## config.mk

```make
export PLATFORM = sky130hd
export DESIGN_NAME = vga_text_engine
export DESIGN_NICKNAME = d
export VERILOG_FILES = /design/src/rtl/vga_text_pkg.sv /design/src/rtl/vga_text_engine_glyph_rom.sv /design/src/rtl/vga_text_engine.sv
export SDC_FILE = /design/constraint.sdc
export NUM_CORES = 1
export LEC_CHECK = 0
export CAP_MARGIN = 30
export CORE_MARGIN = 1.5
export CORE_UTILIZATION = 25
export CTS_CLUSTER_DIAMETER = 30
export DETAILED_ROUTE_END_ITERATION = 16
export GPL_ROUTABILITY_DRIVEN = 0
export SYNTH_ARGS = -nofsm -noshare
export SYNTH_HDL_FRONTEND = slang
export SYNTH_SLANG_ARGS = --single-unit
```

## constraint.sdc

```tcl
create_clock -name clk -period 5.75 [get_ports clk]
set_input_delay 1.15 -clock clk [delete_from_list [all_inputs] [get_ports clk]]
set_output_delay 1.15 -clock clk [all_outputs]
set_load 0.02 [all_outputs]
```

## src/rtl/vga_text_pkg.sv

```systemverilog
// Shared constants and types for the VGA text engine.
// Palette, pipeline depth and per-pixel pipeline bundle.
package vga_text_pkg;

  localparam int PIPE = 3;

  // CGA colour order, RGB332 encoded
  localparam logic [7:0] PALETTE [16] = '{
    8'h00, 8'h02, 8'h14, 8'h16,
    8'hA0, 8'hA2, 8'hA8, 8'hB6,
    8'h49, 8'h4B, 8'h5D, 8'h5F,
    8'hE9, 8'hEB, 8'hFD, 8'hFF
  };

  typedef struct packed {
    logic       vis;
    logic       hs;
    logic       vs;
    logic       cur;
    logic       half;
    logic [2:0] gx;
    logic [2:0] gy;
  } pix_t;

  localparam pix_t PIX_IDLE = '{
    vis: 1'b0, hs: 1'b1, vs: 1'b1,
    cur: 1'b0, half: 1'b0,
    gx: 3'd0, gy: 3'd0
  };

  function automatic int line_total(
    input int vis,
    input int fp,
    input int sync,
    input int bp
  );
    return vis + fp + sync + bp;
  endfunction

endpackage

```

## src/rtl/vga_text_engine_glyph_rom.sv

```systemverilog
// 256 glyphs x 8 rows x 8 bits, one-tick registered read.
// Contents are a procedural font: code XOR a one-hot row marker.
module glyph_rom (
  input  logic        clk,
  input  logic        ce,
  input  logic [10:0] addr,
  output logic [7:0]  data
);

  always_ff @(posedge clk) begin
    if (ce) data <= addr[10:3] ^ (8'h80 >> addr[2:0]);
  end

endmodule

```

## src/rtl/vga_text_engine.sv

```systemverilog
// VGA text-mode engine: timing, cell fetch, glyph lookup, cursor.
// Three-tick pixel pipeline; sync/bright delayed to match rgb.
module vga_text_engine
  import vga_text_pkg::*;
#(
  parameter int         ADDR_WIDTH   = 16,
  parameter int         FB_BASE      = 'h3000,
  parameter int         CLK_DIV      = 2,
  parameter int         HVIS         = 640,
  parameter int         HFP          = 16,
  parameter int         HSYNC        = 96,
  parameter int         HBP          = 48,
  parameter int         VVIS         = 480,
  parameter int         VFP          = 10,
  parameter int         VSYNC        = 2,
  parameter int         VBP          = 33,
  parameter int         SCALE_LOG2   = 1,
  parameter int         ATTR_MODE    = 0,
  parameter logic [7:0] DEF_FG       = 8'hFF,
  parameter logic [7:0] DEF_BG       = 8'h00,
  parameter int         BLINK_FRAMES = 30
) (
  input  logic                  clk,
  input  logic                  reset,
  input  logic [15:0]           mem_data,
  output logic [ADDR_WIDTH-1:0] addr_out,
  output logic                  hsync,
  output logic                  vsync,
  output logic                  bright,
  output logic [7:0]            rgb,
  output logic                  pix_ce,
  output logic                  frame_start,
  input  logic                  cursor_en,
  input  logic [7:0]            cursor_col,
  input  logic [7:0]            cursor_row
);

  localparam int HTOT = line_total(HVIS, HFP, HSYNC, HBP);
  localparam int VTOT = line_total(VVIS, VFP, VSYNC, VBP);
  localparam int CSH  = 3 + SCALE_LOG2;
  localparam int COLS = HVIS >> CSH;
  localparam int STRIDE =
    (ATTR_MODE != 0) ? COLS : (COLS + 1) / 2;
  localparam int DW = $clog2(CLK_DIV);
  localparam int BW = $clog2(BLINK_FRAMES + 1);

  localparam logic [11:0] H_LAST = 12'(HTOT - 1);
  localparam logic [11:0] V_LAST = 12'(VTOT - 1);
  localparam logic [11:0] H_VIS  = 12'(HVIS);
  localparam logic [11:0] V_VIS  = 12'(VVIS);
  localparam logic [11:0] HS_ON  = 12'(HVIS + HFP);
  localparam logic [11:0] HS_OFF = 12'(HVIS + HFP + HSYNC);
  localparam logic [11:0] VS_ON  = 12'(VVIS + VFP);
  localparam logic [11:0] VS_OFF = 12'(VVIS + VFP + VSYNC);

  logic [DW-1:0] div;
  logic [11:0]   h, v;

  assign pix_ce = div == DW'(CLK_DIV - 1);

  always_ff @(posedge clk) begin
    if (reset)       div <= '0;
    else if (pix_ce) div <= '0;
    else             div <= div + 1'b1;
  end

  always_ff @(posedge clk) begin
    if (reset) begin
      h <= '0;
      v <= '0;
    end else if (pix_ce) begin
      if (h == H_LAST) begin
        h <= '0;
        v <= (v == V_LAST) ? '0 : v + 12'd1;
      end else begin
        h <= h + 12'd1;
      end
    end
  end

  assign frame_start = pix_ce && (h == '0) && (v == '0);

  logic          phase, cur_en_q, cur_ph_q;
  logic [BW-1:0] blink_cnt;
  logic [7:0]    cur_col_q, cur_row_q;

  // Phase is captured with the cursor so a frame never changes mid-way
  always_ff @(posedge clk) begin
    if (reset) begin
      phase     <= 1'b0;
      blink_cnt <= '0;
      cur_en_q  <= 1'b0;
      cur_ph_q  <= 1'b0;
      cur_col_q <= '0;
      cur_row_q <= '0;
    end else if (frame_start) begin
      cur_en_q  <= cursor_en;
      cur_col_q <= cursor_col;
      cur_row_q <= cursor_row;
      cur_ph_q  <= phase;
      if (blink_cnt == BW'(BLINK_FRAMES - 1)) begin
        blink_cnt <= '0;
        phase     <= ~phase;
      end else begin
        blink_cnt <= blink_cnt + 1'b1;
      end
    end
  end

  logic                  vis0, hs0, vs0, cur0;
  logic [7:0]            col0, row0;
  logic [2:0]            gx0, gy0;
  logic [ADDR_WIDTH-1:0] addr0;

  assign vis0 = (h < H_VIS) && (v < V_VIS);
  assign hs0  = !((h >= HS_ON) && (h < HS_OFF));
  assign vs0  = !((v >= VS_ON) && (v < VS_OFF));
  assign col0 = 8'(h >> CSH);
  assign row0 = 8'(v >> CSH);
  assign gx0  = 3'(h >> SCALE_LOG2);
  assign gy0  = 3'(v >> SCALE_LOG2);

  assign cur0 = vis0 && cur_en_q && cur_ph_q &&
                (col0 == cur_col_q) &&
                (row0 == cur_row_q) &&
                (gy0[2:1] == 2'b11);

  assign addr0 = ADDR_WIDTH'(
    FB_BASE + int'(row0) * STRIDE +
    ((ATTR_MODE != 0) ? int'(col0) : int'(col0 >> 1)));

  pix_t s1;

  always_ff @(posedge clk) begin
    if (reset) begin
      addr_out <= ADDR_WIDTH'(FB_BASE);
      s1       <= PIX_IDLE;
    end else if (pix_ce) begin
      if (vis0) addr_out <= addr0;
      s1 <= '{vis: vis0, hs: hs0, vs: vs0,
              cur: cur0, half: col0[0],
              gx: gx0, gy: gy0};
    end
  end

  logic [7:0] glyph, fg1, bg1, fg2, bg2, rom_row;
  logic       vis2, hs2, vs2;
  logic [2:0] gx2;

  assign glyph = (ATTR_MODE != 0 || s1.half) ?
                 mem_data[7:0] : mem_data[15:8];
  assign fg1 = (ATTR_MODE != 0) ?
               PALETTE[mem_data[11:8]] : DEF_FG;
  assign bg1 = (ATTR_MODE != 0) ?
               PALETTE[mem_data[15:12]] : DEF_BG;

  glyph_rom u_rom (
    .clk  (clk),
    .ce   (pix_ce),
    .addr ({glyph, s1.gy}),
    .data (rom_row)
  );

  always_ff @(posedge clk) begin
    if (reset) begin
      vis2 <= 1'b0;
      hs2  <= 1'b1;
      vs2  <= 1'b1;
      gx2  <= '0;
      fg2  <= '0;
      bg2  <= '0;
    end else if (pix_ce) begin
      vis2 <= s1.vis;
      hs2  <= s1.hs;
      vs2  <= s1.vs;
      gx2  <= s1.gx;
      fg2  <= s1.cur ? bg1 : fg1;
      bg2  <= s1.cur ? fg1 : bg1;
    end
  end

  always_ff @(posedge clk) begin
    if (reset) begin
      hsync  <= 1'b1;
      vsync  <= 1'b1;
      bright <= 1'b0;
      rgb    <= '0;
    end else if (pix_ce) begin
      hsync  <= hs2;
      vsync  <= vs2;
      bright <= vis2;
      if (!vis2)                   rgb <= '0;
      else if (rom_row[3'd7 - gx2]) rgb <= fg2;
      else                         rgb <= bg2;
    end
  end

endmodule

```

==> impl_metrics.yaml <==
run_status:
  status: "complete, no violations"
finish:
  finalNonFillerCells: 842
  regArea_um2: 1983
  drive_above_1_share_pct: 5.893
  nNetsFinal: 632
  syn2layout_area_growth_pct: 21.22
  multi_input_area_um2: 2734
  n_antenna_cell: 0
  fin_area_um2: 6026
  fillCellCount: 2040
sta:
  fin_skew_ns: 0.007640
  finalSetupViolCount: 0
  maxSlewHeadroom_pct: 49.17
  fmax_ghz: 0.2582
  rsz0062_at_grt: "no"
  hold_viol: 0
  tightestPinTransition_ns: 0.7625
  finalCritPeriodShare_pct: 67.35
  setup_tns_ns: 0
  hold_ws_ns: 0.4591
  drv_slew: 0
  period_minus_slack_ns: 3.872
grt:
  antenna_found_initial: 0
  overflow: 0
  grt.busiest_layer: "met2"
  grt_use_met3_pct: 3.146
  grt_pass1_vias: 3541
  grt_util_met1_pct: 14.79
  use_met2_pct: 16.72
  grt_max_degree: 66
  grt_usage_pct: 11.18
  grt_pass1_wl_um: 17910
worst_setup_path:
  reg2reg_from: "v[7]"
  end_kind: "output pin"
  r2r_end: "addr_out[10]"
  r2r_cells: 10
  rrSetupSlack_ns: 2.75
  critPathLaunchType: "register"
  worstPathMaxFanout: 9
  cp-startpoint: "h[5]"
  required_ns: 4.60
  worstSetupPathType: "register to output pin"
  crit_path_end: "frame_start"
  worstPathArrival_ns: 2.72
cts:
  postCtsHoldBufs: 0
  cts_tree: "yes"
  cts-resized-gates: 0
  cts_sinks: 95
  cts_root_buffer: "clkbuf_16"
  clkTransAtPathRegs_ns: 0.06
  clock_path_buffers: 2
  post-cts-setup-buffers: 0
  clk_latency_ns: 0.35
  htree_levels: 3
  numCtsBuffers: 9
drt:
  drtIter0Drc: 264
  final_antenna_net_count: 0
  wl_um: 10940
  num_vias: 3609
  wire_per_inst_um: 12.99
  vias_per_cell: 4.286
  drc: 0
  drt-pass1-iter-count: 4
synth:
  synthTopCellsByArea: "dfxtp_1 35%, mux2i_1 8.3%, xnor2_1 7.0%"
  yosysWarnings: 0
  syn-num-nets: 599
  synth-seq-cells: 95
  yosysTopAreaCellShare_pct: 35.04
  ys_dominant_reg_cell: "dfxtp_1"
  synth-edff-count: 8
  syn_area_um2: 4971
  async_flop_share_pct: 0
  avgSynthCellArea_um2: 9.223
  synth_top_area_cell: "dfxtp_1"
  netlist_instances: 539
  seq_area_frac_synth_pct: 39.87
  synth_cell_types: 56
die:
  core_area_um2: 19460
  dieArea_um2: 20740
  fp.dieW_um: 144.0
  chipHeight_um: 144.0
  pin_count: 64
  start_util_pct: 25.54
  placementRows: 51
power:
  power_density_nw_per_um2: 242.3
  leakagePower_nw: 2.178
  ir_drop_v: 0.0001343
  power_mw: 1.460
place:
  portBuffers: 62
  dpl_cell_area_um2: 5728
  dp_hpwl_um: 7751
  dp_cells: 826
run:
  cap_violations: 0
worst_hold_path:
  min-delay-start: "addr_out[1]"
  hold_class: "register to register"
==> registers in the layout, indices dropped and copies added (netlist names), 3 cells and up <==
register	count
addr_out	15
blink_cnt	5
cur_col_q	8
cur_row_q	8
gx2	3
h	12
s1	11
u_rom.data	8
v	12
==> logic make-up after synthesis <==
group                    after synthesis  share of synthesized area [%]
AND/OR/NAND/NOR                      204                          20.89
flip-flops                            95                          39.87
XOR/XNOR                              62                          10.92
AO/OA/AOI/OAI                         54                          7.123
buffers and inverters                 54                          5.135
multiplexers                          44                          9.388
adder cells (fa/ha/maj)               25                          6.595
other                                  1                        0.07544
==> layer usage <==
metal | up-vias | share of wire [%] | wire length, um
met5 | - | 0 | 0
met3 | 16 | 5.3 | 585
li1 | 1914 | - | -
met2 | 70 | 42 | 4616
met1 | 1609 | 50 | 5501
met4 | 0 | 2.2 | 236
==> power by group <==
part	internal, mW	switching, mW
combinational	0.0725	0.0714
sequential	0.690	0.0163
clock	0.341	0.268
==> layout make-up <==
class | instances | share of cell area (%)
multi-input combinational | 390 | 45.37
inverter | 11 | 0.6852
sequential | 95 | 32.91
clock buffer | 10 | 3.800
timing repair buffer | 65 | 10.59
tap | 265 | 5.502
clock inverter | 6 | 1.142
==> cells in the final DEF (no fill, tap or decap), types with 16 or more instances in the layout <==
cell             instances
nor2_1                  87
dfxtp_1                 86
clkdlybuf4s50_1         61
mux2i_1                 41
xnor2_1                 40
nand2_1                 28
ha_1                    23
xor2_1                  22
nand4_1                 20
a21oi_1                 16
==> worst max-delay path: stages, from the launching register on <==
cell and delay [ns]:
dfxtp_1 0.40, or4_4 0.58, or2_1 0.29, nor3_1 0.40
clkdlybuf4s50_1 0.70
==> worst min path at each step <==
stage,endpoint,cells after the start
finish,addr_out[1],2
global route,addr_out[14],2
CTS,addr_out[1],2
global placement,addr_out[1],2
detailed placement,addr_out[0],2
floorplan,hsync,1
==> per-stage QoR <==
step	worst slack [ns]	utilization [%]
2_1_floorplan	2.709	-
3_3_place_gp	2.216	29.43
3_5_place_dp	2.229	29.43
4_1_cts	1.841	30.96
5_1_grt	1.655	30.96
6_report	1.878	30.96
==> synth_stat cells, types with 2 or more instances <==
library cell	count
inv_1	11
fa_1	2
nor3b_1	2
buf_1	5
or3_1	2
ha_1	23
nor3_1	9
and3_1	5
clkbuf_1	24
buf_2	3
nor2_1	87
nand3_1	10
a21o_1	5
or3b_2	2
nor2b_1	7
buf_6	2
mux2i_1	41
o21ai_0	10
nand2b_1	7
a211oi_1	10
nand2_1	28
edfxtp_1	8
dfxtp_1	87
and2_1	3
nor2_2	2
a21oi_1	16
mux4_2	2
or2_2	2
nand3b_1	3
buf_4	9
nand4_1	20
xnor2_1	40
a211o_1	4
nor4_1	4
xor2_1	22
o21bai_1	2
Power figures use the tool's default switching activity.
